**config.mk**
```make
export PLATFORM = sky130hd
export DESIGN_NAME = alu_share_arb
export DESIGN_NICKNAME = d
export VERILOG_FILES = /design/src/rtl/alu_share_arb_pkg.sv /design/src/rtl/alu_arb_rr.sv /design/src/rtl/alu_share_arb.sv
export SDC_FILE = /design/constraint.sdc
export NUM_CORES = 1
export LEC_CHECK = 0
export ABC_CLOCK_PERIOD_IN_PS = 2600
export CAP_MARGIN = 25
export CORE_UTILIZATION = 38
export CTS_BUF_LIST = sky130_fd_sc_hd__clkbuf_16
export CTS_CLUSTER_DIAMETER = 50
export DETAILED_ROUTE_END_ITERATION = 6
export PLACE_DENSITY = 0.8
export SLEW_MARGIN = 0
export SYNTH_ARGS = -nofsm -noshare
export SYNTH_HDL_FRONTEND = slang
export SYNTH_SLANG_ARGS = --single-unit
```
**constraint.sdc**
```tcl
create_clock -name clk -period 2.6 [get_ports clk]
set_clock_uncertainty 0.1 [all_clocks]
set_input_delay 0.39 -clock clk [delete_from_list [all_inputs] [get_ports clk]]
set_output_delay 0.39 -clock clk [all_outputs]
set_load 0.05 [all_outputs]
```
**src/rtl/alu_share_arb_pkg.sv**
```systemverilog
// alu_share_arb_pkg: ALU opcodes, arbiter state encodings and default widths
package alu_share_arb_pkg;
  localparam int DW_DEF = 32;
  localparam int OPW_DEF = 5;
  localparam logic [4:0] ALUOp_NOP  = 5'd0;
  localparam logic [4:0] ALUOp_ADDU = 5'd1;
  localparam logic [4:0] ALUOp_SUBU = 5'd2;
  localparam logic [4:0] ALUOp_SLTU = 5'd3;
  localparam logic [4:0] ALUOp_AND  = 5'd4;
  localparam logic [4:0] ALUOp_OR   = 5'd5;
  localparam logic [4:0] ALUOp_XOR  = 5'd6;
  localparam logic [4:0] ALUOp_SLL  = 5'd7;
  localparam logic [4:0] ALUOp_SRL  = 5'd8;
  typedef enum logic [1:0] {
    ARB_FREE  = 2'd0,
    ARB_LOCK0 = 2'd1,
    ARB_LOCK1 = 2'd2
  } arb_state_t;
endpackage

```
**src/rtl/alu_arb_rr.sv**
```systemverilog
// alu_arb_rr: 2-way round-robin picker honouring a client lock
module alu_arb_rr
  import alu_share_arb_pkg::*;
(
  input  logic [1:0] valid,
  input  logic       last_grant,
  input  arb_state_t state,
  output logic [1:0] grant
);
  always_comb begin
    grant = state == ARB_LOCK0 ? {1'b0, valid[0]} :
            state == ARB_LOCK1 ? {valid[1], 1'b0} :
            &valid ? (last_grant ? 2'b01 : 2'b10) : valid;
  end
endmodule

```
**src/rtl/alu_share_arb.sv**
```systemverilog
// alu_share_arb: two-client arbiter/sequencer for the shared ALU, latency 2.
// Optional ALU_ARB_CNT_EN adds saturating transfer/stall counters.
module alu_share_arb
  import alu_share_arb_pkg::*;
#(
  parameter int DW  = DW_DEF,
  parameter int OPW = OPW_DEF
) (
  input  logic           clk,
  input  logic           rstn,
  input  logic           r0_valid,
  output logic           r0_ready,
  input  logic           r0_lock,
  input  logic [OPW-1:0] r0_op,
  input  logic [DW-1:0]  r0_a,
  input  logic [DW-1:0]  r0_b,
  input  logic           r1_valid,
  output logic           r1_ready,
  input  logic           r1_lock,
  input  logic [OPW-1:0] r1_op,
  input  logic [DW-1:0]  r1_a,
  input  logic [DW-1:0]  r1_b,
  output logic           rsp0_valid,
  output logic           rsp1_valid,
  output logic [DW-1:0]  rsp_c,
  output logic           rsp_zero,
  output logic [DW-1:0]  alu_a,
  output logic [DW-1:0]  alu_b,
  output logic [OPW-1:0] alu_op,
  input  logic [DW-1:0]  alu_c,
  input  logic           alu_zero
`ifdef ALU_ARB_CNT_EN
  ,
  output logic [15:0]    cnt0,
  output logic [15:0]    cnt1,
  output logic [15:0]    cnt_stall
`endif
);
  arb_state_t state, state_nx;
  logic [1:0] grant;
  logic last_grant, iss_v, iss_id, xfer0, xfer1, xfer, gid, sel_lock;
  alu_arb_rr u_rr (
    .valid({r1_valid, r0_valid}),
    .last_grant(last_grant),
    .state(state),
    .grant(grant)
  );
  // ready is held low while reset is asserted
  assign r0_ready = grant[0] & rstn;
  assign r1_ready = grant[1] & rstn;
  assign xfer0 = r0_valid & r0_ready;
  assign xfer1 = r1_valid & r1_ready;
  assign xfer = xfer0 | xfer1;
  assign gid = xfer1;
  assign sel_lock = gid ? r1_lock : r0_lock;
  always_comb begin
    state_nx = !xfer ? state : !sel_lock ? ARB_FREE : gid ? ARB_LOCK1 : ARB_LOCK0;
  end
  always_ff @(posedge clk or negedge rstn) begin
    if (!rstn) begin
      state <= ARB_FREE;
      last_grant <= 1'b1;
      iss_v <= 1'b0;
      iss_id <= 1'b0;
      alu_op <= OPW'(ALUOp_NOP);
      alu_a <= '0;
      alu_b <= '0;
      rsp0_valid <= 1'b0;
      rsp1_valid <= 1'b0;
      rsp_c <= '0;
      rsp_zero <= 1'b0;
    end else begin
      state <= state_nx;
      if (xfer) last_grant <= gid;
      iss_v <= xfer;
      iss_id <= gid;
      alu_op <= !xfer ? OPW'(ALUOp_NOP) : gid ? r1_op : r0_op;
      if (xfer) begin
        alu_a <= gid ? r1_a : r0_a;
        alu_b <= gid ? r1_b : r0_b;
      end
      rsp0_valid <= iss_v & !iss_id;
      rsp1_valid <= iss_v & iss_id;
      if (iss_v) begin
        rsp_c <= alu_c;
        rsp_zero <= alu_zero;
      end
    end
  end
`ifdef ALU_ARB_CNT_EN
  logic stall;
  assign stall = (r0_valid & !r0_ready) | (r1_valid & !r1_ready);
  always_ff @(posedge clk or negedge rstn) begin
    if (!rstn) begin
      cnt0 <= '0;
      cnt1 <= '0;
      cnt_stall <= '0;
    end else begin
      if (xfer0 && cnt0 != 16'hFFFF) cnt0 <= cnt0 + 16'd1;
      if (xfer1 && cnt1 != 16'hFFFF) cnt1 <= cnt1 + 16'd1;
      if (stall && cnt_stall != 16'hFFFF) cnt_stall <= cnt_stall + 16'd1;
    end
  end
`endif
endmodule
```
* Word-level counts from Yosys, hierarchy flattened
Index checks and enable logic that the tools add are counted.
Word-level totals: register bits 109, input port bits 177, output and inout port bits 106, word-level logic and storage cells 33
Operators by class: equality and inequality tests 2, multiplexer cells 11, bitwise operators 7, reduce and logical (&&, ||, !) cells 2
Operator list (count):
- two-way mux 32 bit | 2
- two-way mux 2 bit | 6
- two-way mux 5 bit | 2
- bitwise AND 1 bit | 6
- equality test 2 x 1 -> 1 bit (second input constant) | 1
- equality test 2 bit (second input constant) | 1
- AND reduction 2 bit | 1
- logical NOT 1 bit | 1
- two-way mux 1 bit | 1
- bitwise OR 1 bit | 1

* Longest topological paths before layout
Gate-level depths: netlist of the first run.
word-level depth 8, depth in mapped cells 6, gate-level depth less buffers 5

* Modules after synthesis
A second synthesis of the first run with hierarchy kept.
Unflattened totals: cell total of the unflattened synthesis 337, area total of the unflattened synthesis 4596.9 sq um
By module, submodules not included:
- alu_share_arb | times used 1, cells each 330, area each 4550.6 sq um, sequential area each 2728.9 sq um
- alu_arb_rr | times used 1, cells each 7, area each 46.3 sq um, sequential area each 0.0 sq um

* Worst setup path after synthesis of the first run
OpenSTA, ideal clock, no wires.
path kind register to register, start register last_grant, end register alu_a[29], setup time 0.125 ns, data arrival time 1.696 ns, path slack 0.680 ns, cell stages (with the launch flop) 6, path buffers 1, clock period less this slack 1.920 ns, cells stage by stage dfstp_2 -> a21oi_1 -> a22oi_4 -> buf_2 -> mux2_1 -> mux2_2
Between the ends: longest elaborated chain between the ends 7, elaborated cells between the ends (all ways) 10, classes of those cells mux: 5; bitwise: 5
Ends and longest elaborated chain:
- from (decl) | RTL line alu_share_arb.sv:41 | logic last_grant, iss_v, iss_id, xfer0, xfer1, xfer, gid, sel_lock;
- from (signal assigned) | RTL line alu_share_arb.sv:74 | if (xfer) last_grant <= gid;
- two-way mux 2 bit * (2 in series) | RTL line alu_arb_rr.sv:13 | &valid ? (last_grant ? 2'b01 : 2'b10) : valid;
- two-way mux 2 bit * | RTL line alu_arb_rr.sv:12 | state == ARB_LOCK1 ? {valid[1], 1'b0} :
- two-way mux 2 bit * | RTL line alu_arb_rr.sv:11 | grant = state == ARB_LOCK0 ? {1'b0, valid[0]} :
- bitwise AND 1 bit (on tied branches) | RTL line alu_share_arb.sv:50, alu_share_arb.sv:49
- bitwise AND 1 bit (on tied branches) | RTL line alu_share_arb.sv:52, alu_share_arb.sv:51
- two-way mux 32 bit / bitwise OR 1 bit (equally long branches) | RTL line alu_share_arb.sv:79, alu_share_arb.sv:53
- to (signal assigned) | RTL line alu_share_arb.sv:79 | alu_a <= gid ? r1_a : r0_a;
- to (decl) | RTL line alu_share_arb.sv:27 | output logic [DW-1:0] alu_a,
Every way passes the cells marked *; elsewhere a longest branch is shown, timed or not. A chain may end at the register's enable or synchronous reset.

* Final worst setup path of the first run
start input r0_valid, end output r1_ready
Between the ends: longest elaborated chain between the ends 5
Ends and longest elaborated chain:
- from (decl) | RTL line alu_share_arb.sv:11 | input logic r0_valid,
- AND reduction 2 bit | RTL line alu_arb_rr.sv:13
- two-way mux 2 bit | RTL line alu_arb_rr.sv:13
- two-way mux 2 bit | RTL line alu_arb_rr.sv:12
- two-way mux 2 bit | RTL line alu_arb_rr.sv:11
- bitwise AND 1 bit | RTL line alu_share_arb.sv:50 | assign r1_ready = grant[1] & rstn;
- to (decl) | RTL line alu_share_arb.sv:18 | output logic r1_ready,
Every way passes these cells.

==> results of run 1 <==
==> path summary, 6_finish.rpt <==
check / from / cells past startpoint / slack, ns / endpoint
worst max-delay path: r0_valid / 6 / 0.28 / r1_ready
worst min-delay path: rstn / 2 / 0.10 / alu_a[14]
worst max register to register: last_grant / 5 / 0.55 / alu_b[26]
worst min register to register: iss_id / 1 / 0.32 / rsp0_valid
max in group asynchronous: rstn / 2 / 1.65 / rsp1_valid
min in group clk: iss_id / 1 / 0.32 / rsp0_valid
==> cell families after synthesis <==
family / after synthesis / share of synthesized area
mux: 161 / 0.3723
flops: 109 / 0.5604
buf+inv: 24 / 0.02518
simple gates: 19 / 0.01901
compound gates: 13 / 0.02107
fa+ha+maj: 1 / 0.002056
==> metrics by stage <==
step                        util  cells  worst slack (ns)  hold slack, ns
final                     0.6685    784            0.2823          0.1011
after detailed placement  0.6461    768            0.1712          0.3123
after global routing      0.6685    784            0.2005          0.1448
after floorplan                -    327            0.6795       -0.005591
after global placement    0.6461    768            0.2105          0.2995
after CTS                 0.6685    784            0.2616          0.1085
==> report_power, final <==
part	switching [µW]	leakage (µW)	internal, µW
Sequential	296	0.00129	2260
Combinational	2770	0.00193	1850
Clock	634	0.000126	652
Total	3700	0.00334	4760
==> synth_stat cells (2+ instances only) <==
cell type / number
nand2_1: 10
and3_1: 2
buf_2: 8
inv_1: 5
and2_1: 2
clkbuf_1: 4
buf_4: 6
a21oi_1: 7
dfrtp_1: 108
mux2_2: 149
mux2_1: 12
nand2b_1: 2
==> metal layers <==
metal,vias to the layer above,GRT usage,wire (µm)
met1,1817,0.2078,4750
li1,1741,-,-
met4,0,0.1022,408
met2,187,0.3679,7006
met5,-,0,0
met3,32,0.07064,1254
==> state kept, by name (all words and copies together), names as in the netlist <==
name        flops
alu_op          5
rsp1_valid      1
last_grant      1
rsp_c          32
iss_v           1
iss_id          1
rsp_zero        1
alu_b          32
state           2
alu_a          32
rsp0_valid      1
==> area by class of cell <==
cell class                 count  area [µm²]  area share
clock buffer                   9       225.2     0.02748
clock inverter                 7       48.80    0.005953
inverter                       6       22.52    0.002748
multi-input combinational    194        2028      0.2474
sequential                   109        2729      0.3329
tap                          168       210.2     0.02564
timing repair buffer         291        2933      0.3578
==> cell usage in the layout, fill, tap and decap left out, drive strengths merged <==
| cell type | n |
|---|---|
| clkinvlp | 3 |
| o311ai | 1 |
| nand4 | 1 |
| clkinv | 2 |
| and2 | 2 |
| mux2 | 161 |
| a21oi | 7 |
| nor2b | 1 |
| and3 | 2 |
| clkbuf | 9 |
| nand3 | 1 |
| buf | 12 |
| a21o | 1 |
| nand2b | 2 |
| a31o | 1 |
| clkdlybuf4s50 | 279 |
| nand2 | 10 |
| dfstp | 1 |
| maj3 | 1 |
| a22oi | 1 |
| dfrtp | 108 |
| a22o | 1 |
| inv | 8 |
| o21ai | 1 |
==> metrics.md, run 1 <==
| Metric | Value |
|---|---|
| # DRC | 0 |
| Final instance area | 0.008197 mm² |
| Status | finished, final reports clean |
| CP max stage delay | roughly 0.50 ns |
| Peak supply drop | 0.6156 mV |
| Mapped Nets | 504 |
| I/O pin total | 283 |
| Post-CTS Resized | 0 |
| DR pass1 iterations | 4 |
| Synth top area share | 0.5550 |
| Crit share post-route | 0.8914 |
| Power per cell area | 1032 mW/mm² |
| Largest net degree at the start of global routing | 67 |
| Worst-path cell chain | clkdlybuf4s50_1 -> a21oi_1 -> a22oi_4 -> buf_12 -> inv_1 -> buf_4 |
| Antenna Nets Post-Route | 0 |
| GR Util All Layers | 0.2032 |
| RSZ-0062 raised after global routing | no |
| Via count | 3777 |
| Area growth syn-to-layout | 68.32% |
| First-pass GRT wire length | 20080 µm |
| Routability cong. | 0.7564 |
| Drt wl/cell | around 17 µm |
| Die ar. | 0.01327 mm² |
| Critical path launch point type | input port |
| Inserted Clock Buffers | 9 |
| ANT cells | 0 |
| CTS tree | done |
| Netlist Area Pre-Place | around 0.0049 mm² |
| Starting Density | 0.3971 |
| Leakage dissipation | between 0.003 and 0.004 µW |
| Worst min path class | input port to asynchronous set/reset pin |
| Seq/Total Area, Yosys | 0.5604 |
| Max clock buf depth | 2 |
| Fraction of layout cells with a size suffix above 1 | 0.2938 |
| DR iter-0 viols | 115 |
| Synth Register Bits | 109 |
| Asr flop ratio synth | 1.000 |
| Final hold violations | 0 |
| Rows | 40 |
| Crit. End Element | output port |
| # clock sinks | 109 |
| Distinct cells, synth | 24 |
| Minimum clock period | ~2.3 ns |
| Ys flop type | dfrtp_1 |
| Slew of the pin with the lowest slew margin | 0.8347 ns |
| Leading area contributor after synthesis | dfrtp_1 |
| CP top delay family | buffers and inverters |
| DIE WIDTH | 115.2 µm |
| Post-CTS setup buffer count | 0 |
| I/O Buffers | 282 |
| WL final | 13420 µm |
| Gr ovfl total | 0 |
| CP max FO | 26 |
| Vias per inst | 4.818 |
| Depth of the CTS H-tree | 3 |
| CTS clock-pin slew for the worst setup and hold paths | 0.07 ns |
| Post-Syn Instances | around 330 |
| Die Height | 115.2 µm |
| Final Net Count | 788 |
| Final setup TNS | 0 ns |
| Area of the core | roughly 0.012 mm² |
| Vias in the first global route | 4030 |
| EDFF count, synth | 0 |
| Top cells by area, synth | dfrtp_1, mux2_2, mux2_1 |
| CTS hold repair buffers | 0 |
| CP arrival | between 1.5 and 2 ns |
| Slew headroom | 0.4436 |
| Post-DP HPWL | 10330 µm |
| Req. time, crit path | 2.11 ns |
| Fmax | 431.5 MHz |
| Slowest-stage cell, CP | clkdlybuf4s50_1 |
| Max_cap viols | 0 |
| Power Total | 8461 µW |
| Initial antenna violation count | 0 |
| Fin. max-slew vios | 0 |
| Root buffer cell | clkbuf_16 |
| DP Area | roughly 0.0079 mm² |
| CP Buf/Inv Count | 4 |
| Worst-Skew Late Latency | 0.34 ns |
| # setup viols final | 0 |
| Mapped Avg Cell Area | 14.89 µm² |
| YS warnings | 0 |
| Fillers | about 940 |
| WS Path Type | input port to output port |
No activity file was read; power rests on OpenSTA's default activity.
==> inputs of run 2 (changes only) <==
CORE_MARGIN = 10   (was not set)
CORE_UTILIZATION = 37   (was 38)
PLACE_DENSITY = 0.79   (was 0.8)
SYNTH_HIERARCHICAL = 1   (was not set)
==> run 2 against run 1 <==
Against the previous run:
- power is 20% higher
- critical path depth unchanged
- core utilization decreased by 1.9 points
- sequential share of layout area up 1.4 points
- synthesized cell count up 3.1%
- first-iteration DRC count up 74%
- combinational power up 27%
- wire length is 22% higher
- die area increased by 30%
- worst setup slack improved by 0.026 ns
- cell count rose by 0.38%
- final area decreased by 4.0%
- critical endpoint is now r0_ready
- highest routed layer unchanged
==> metrics.md, run 2 <==
| Metric | Value |
|---|---|
| ANT cells | 0 (unchanged) |
| # DRC | 0 (unchanged) |
| Routability cong. | 0.8113 (was 0.7564) |
| Post-DP HPWL | 12880 µm (was 10330 µm) |
| Combinational family with the most area after synthesis | compound AO/OA/AOI/OAI gates (was multiplexers) |
| EDFF count, synth | 0 (unchanged) |
| I/O Buffers | 282 (unchanged) |
| Distinct cells, synth | 28 (was 24) |
| Vias in the first global route | 4403 (was 4030) |
| Die Height | 131.5 µm (was 115.2 µm) |
| Asr flop ratio synth | 1.000 (unchanged) |
| Antenna Nets Post-Route | 0 (unchanged) |
| Commonest non-fill, non-tap cells in the layout | clkdlybuf4s50_1, dfrtp_1, nand2b_1, o221a_1, mux2_2 (was clkdlybuf4s50_1, mux2_2, dfrtp_1, mux2_1, nand2_1) |
| Worst-path cell chain | clkdlybuf4s50_1 -> nand2b_1 -> maj3_2 -> and2_1 -> and2_1 -> buf_4 (was clkdlybuf4s50_1 -> a21oi_1 -> a22oi_4 -> buf_12 -> inv_1 -> buf_4) |
| CTS clock-pin slew for the worst setup and hold paths | 0.07 ns (about the same) |
| Worst-Skew Late Latency | 0.34 ns (about the same) |
| Initial antenna violation count | 0 (unchanged) |
| CP max FO | 4 (was 26) |
| Sequential Power Share | 0.290 (was 0.303) |
| Post-CTS Resized | 0 (unchanged) |
| Status | finished, final reports clean (unchanged) |
| Fmax | 436.4 MHz (was 431.5 MHz) |
| Rows | 40 (unchanged) |
| Final instance area | 0.007865 mm² (was 0.008197 mm²) |
| Hold path startpoint | iss_id |
| Starting Density | 0.3795 (was 0.3971) |
| Fillers | 981 (was 939) |
| DR iter-0 viols | 200 (was 115) |
| Req. time, crit path | 2.11 ns (about the same) |
| Largest regs | alu_a (32), alu_b (32), rsp_c (32) (unchanged) |
| Worst flop-to-flop path endpoint | alu_a[19] (was alu_b[26]) |
| Hold_ws | 0.3129 ns (was 0.1011 ns) |
| Hold depth | 1 |
| Top cells by area, synth | dfrtp_1, o221a_1, nand2b_1 (was dfrtp_1, mux2_2, mux2_1) |
| CP Buf/Inv Count | 2 (was 4) |
| WS Path Type | input port to output port (unchanged) |
| Vias per inst | 4.920 (was 4.818) |
| XOR/XNOR share of the synthesized area | 0 (unchanged) |
| Sink of the worst hold path | rsp0_valid |
| Slew headroom | 0.6105 (was 0.4436) |
| Crit share post-route | 0.8812 (was 0.8914) |
| Seq/Total Area, Yosys | 0.5936 (was 0.5604) |
| DIE WIDTH | 131.5 µm (was 115.2 µm) |
| Gr ovfl total | 0 (unchanged) |
| Max_cap viols | 0 (unchanged) |
| Fraction of layout cells with a size suffix above 1 | 0.1050 (was 0.2938) |
| Minimum clock period | 2.291 ns (was 2.318 ns) |
| CP max stage delay | 0.48 ns (was 0.50 ns) |
| CP top delay family | buffers and inverters (unchanged) |
| Crit. End Element | output port (unchanged) |
| Comb pwr share | 0.578 (was 0.545) |
| Fin worst setup slack | 0.3088 ns (was 0.2823 ns) |
| Max clock buf depth | 2 (unchanged) |
| Final Net Count | 791 (was 788) |
| Largest net degree at the start of global routing | 99 (was 67) |
| Worst Reg-to-Reg Cells | 7 (was 5) |
| DP Area | 0.007570 mm² (was 0.007923 mm²) |
| DR pass1 iterations | 4 (unchanged) |
| Synth cell count leaders | dfrtp_1, nand2b_1, o221a_1, mux2_2, nand2_1 (was mux2_2, dfrtp_1, mux2_1, nand2_1, buf_2) |
| Adder-Cell Fraction of Synth Area | 0.002450 (was 0.002055) |
| RSZ-0062 raised after global routing | no (unchanged) |
| Via count | 3872 (was 3777) |
| Clock power frac | 0.132 (was 0.152) |
| YS warnings | 6 (was 0) |
| Worst min path class | flop to flop (was input port to asynchronous set/reset pin) |
| Netlist Area Pre-Place | 0.004597 mm² (was 0.004870 mm²) |
| Slowest-stage cell, CP | clkdlybuf4s50_1 (unchanged) |
| Post-Syn Instances | 337 (was 327) |
| # clock sinks | 109 (unchanged) |
| Register-to-register setup slack | 0.39 ns (was 0.55 ns) |
| Critical path launch point type | input port (unchanged) |
| Layout Cells excl Fill | 787 (was 784) |
| Slew of the pin with the lowest slew margin | 0.5824 ns (was 0.8347 ns) |
| Area of the core | 0.01211 mm² (was 0.01226 mm²) |
| Fin. max-slew vios | 0 (unchanged) |
| NetSw | 4691 µW (was 3697 µW) |
| Synth top area share | 0.5879 (was 0.5550) |
| WL final | 16440 µm (was 13420 µm) |
| P_int | 5421 µW (was 4764 µW) |
| # setup viols final | 0 (unchanged) |
| Most common cell in the synthesized netlist | dfrtp_1 (was mux2_2) |
| First-pass GRT wire length | 25950 µm (was 20080 µm) |
| Die ar. | 0.01728 mm² (was 0.01327 mm²) |
| Peak supply drop | 0.8382 mV (was 0.6156 mV) |
| Leading area contributor after synthesis | dfrtp_1 (unchanged) |
| FF/Latch Area | 0.002729 mm² (unchanged) |
| I/O pin total | 283 (unchanged) |
| Post-place setup slack | 0.02188 ns (was 0.1712 ns) |
| CP arrival | 1.80 ns (was 1.83 ns) |
| Compound-Gate Fraction of Synth Area | 0.1707 (was 0.02107) |
| Power per cell area | 1286 mW/mm² (was 1032 mW/mm²) |
| Synth Area in Simple Gates | 0.1151 (was 0.01901) |
| Synth Register Bits | 109 (unchanged) |
| Root buffer cell | clkbuf_16 (unchanged) |
| Mapped Nets | 514 (was 504) |
| Leakage dissipation | 0.003006 µW (was 0.003345 µW) |
| Depth of the CTS H-tree | 3 (unchanged) |
| Multi-input logic area | 0.001697 mm² (was 0.002028 mm²) |
| Drt wl/cell | 20.88 µm (was 17.12 µm) |
| Critical R2R Launch | last_grant (unchanged) |
| Crit-path most repeated cell | and2_1 |
| Inserted Clock Buffers | 9 (unchanged) |
| Multiplexer area fraction after synthesis | 0.08084 (was 0.3723) |
| CTS tree | done (unchanged) |
| Final setup TNS | 0 ns (unchanged) |
| Number of cells after detailed placement | 770 (was 768) |
| GR Util All Layers | 0.1880 (was 0.2032) |
| Final hold violations | 0 (unchanged) |
| Mapped Avg Cell Area | 13.64 µm² (was 14.89 µm²) |
| Commonest non-fill, non-tap cell in the layout | clkdlybuf4s50_1 (unchanged) |
| Sw frac | 0.4639 (was 0.4370) |
| Ys flop type | dfrtp_1 (unchanged) |
| Area growth syn-to-layout | 71.09% (was 68.32%) |
==> run 2: routing by layer <==
metal | part of all wire | routed length [µm] | vias to the layer above | global-route usage
met4 | 0.020 | 321 | 0 | 0.06304
met2 | 0.50 | 8193 | 187 | 0.3219
met1 | 0.39 | 6329 | 1865 | 0.2058
met5 | 0 | 0 | - | 0
met3 | 0.097 | 1591 | 20 | 0.07851
li1 | - | - | 1800 | -
==> run 2: cell families (layout without fill, tap and decap cells) <==
kind of cell	count (synthesis)	in the layout
adder cells (fa/ha/maj)	1	1
flip-flops	109	109
buffers and inverters	27	309
AND/OR/NAND/NOR	91	91
AO/OA/AOI/OAI	76	76
multiplexers	33	33
==> run 2: what timing repair did <==
| item | 4_1_cts | 5_1_grt |
|---|---|---|
| hold buffers | 1 | 0 |
| setup endpoints to repair | 0 | 0 |
| setup buffers | 0 | 0 |
| endpoints found under the hold margin | 11 | 0 |
==> run 2: power groups by stage <==
| stage | registers, µW | clock network, µW | logic, µW |
|---|---|---|---|
| floorplan | 5560 | 0 | 1040 |
| global placement | 2920 | 0 | 5840 |
| detailed placement | 2950 | 0 | 5920 |
| CTS | 2940 | 1360 | 5920 |
| global route | 3040 | 1420 | 6080 |
| finish | 2930 | 1330 | 5850 |
==> run 2: area by class of cell <==
| class | count | area share |
|---|---|---|
| flip-flops and latches | 109 | 0.3470 |
| well taps | 168 | 0.02673 |
| inverters | 3 | 0.002068 |
| multi-input cells | 201 | 0.2157 |
| repair buffers | 290 | 0.3723 |
| clock buffers | 9 | 0.02864 |
| clock inverters | 7 | 0.007636 |
==> run 2: stage by stage <==
stage	power [µW]	utilization
CTS	10220	0.6494
global placement	8766	0.6250
detailed placement	8868	0.6250
floorplan	6603	-
global route	10540	0.6494
finish	10110	0.6494
==> run 2: how the worst max path moves through the flow <==
stage               start        end  slack [ns]  cells past startpoint
3_5_place_dp     r1_valid  alu_b[31]        0.02                      8
2_1_floorplan  last_grant   alu_a[0]        0.64                      9
4_1_cts          r1_valid   r0_ready        0.31                      6
6_report         r1_valid   r0_ready        0.31                      6
5_1_grt        last_grant   alu_a[9]        0.27                      7
3_3_place_gp     r1_valid  alu_b[31]        0.08                      8
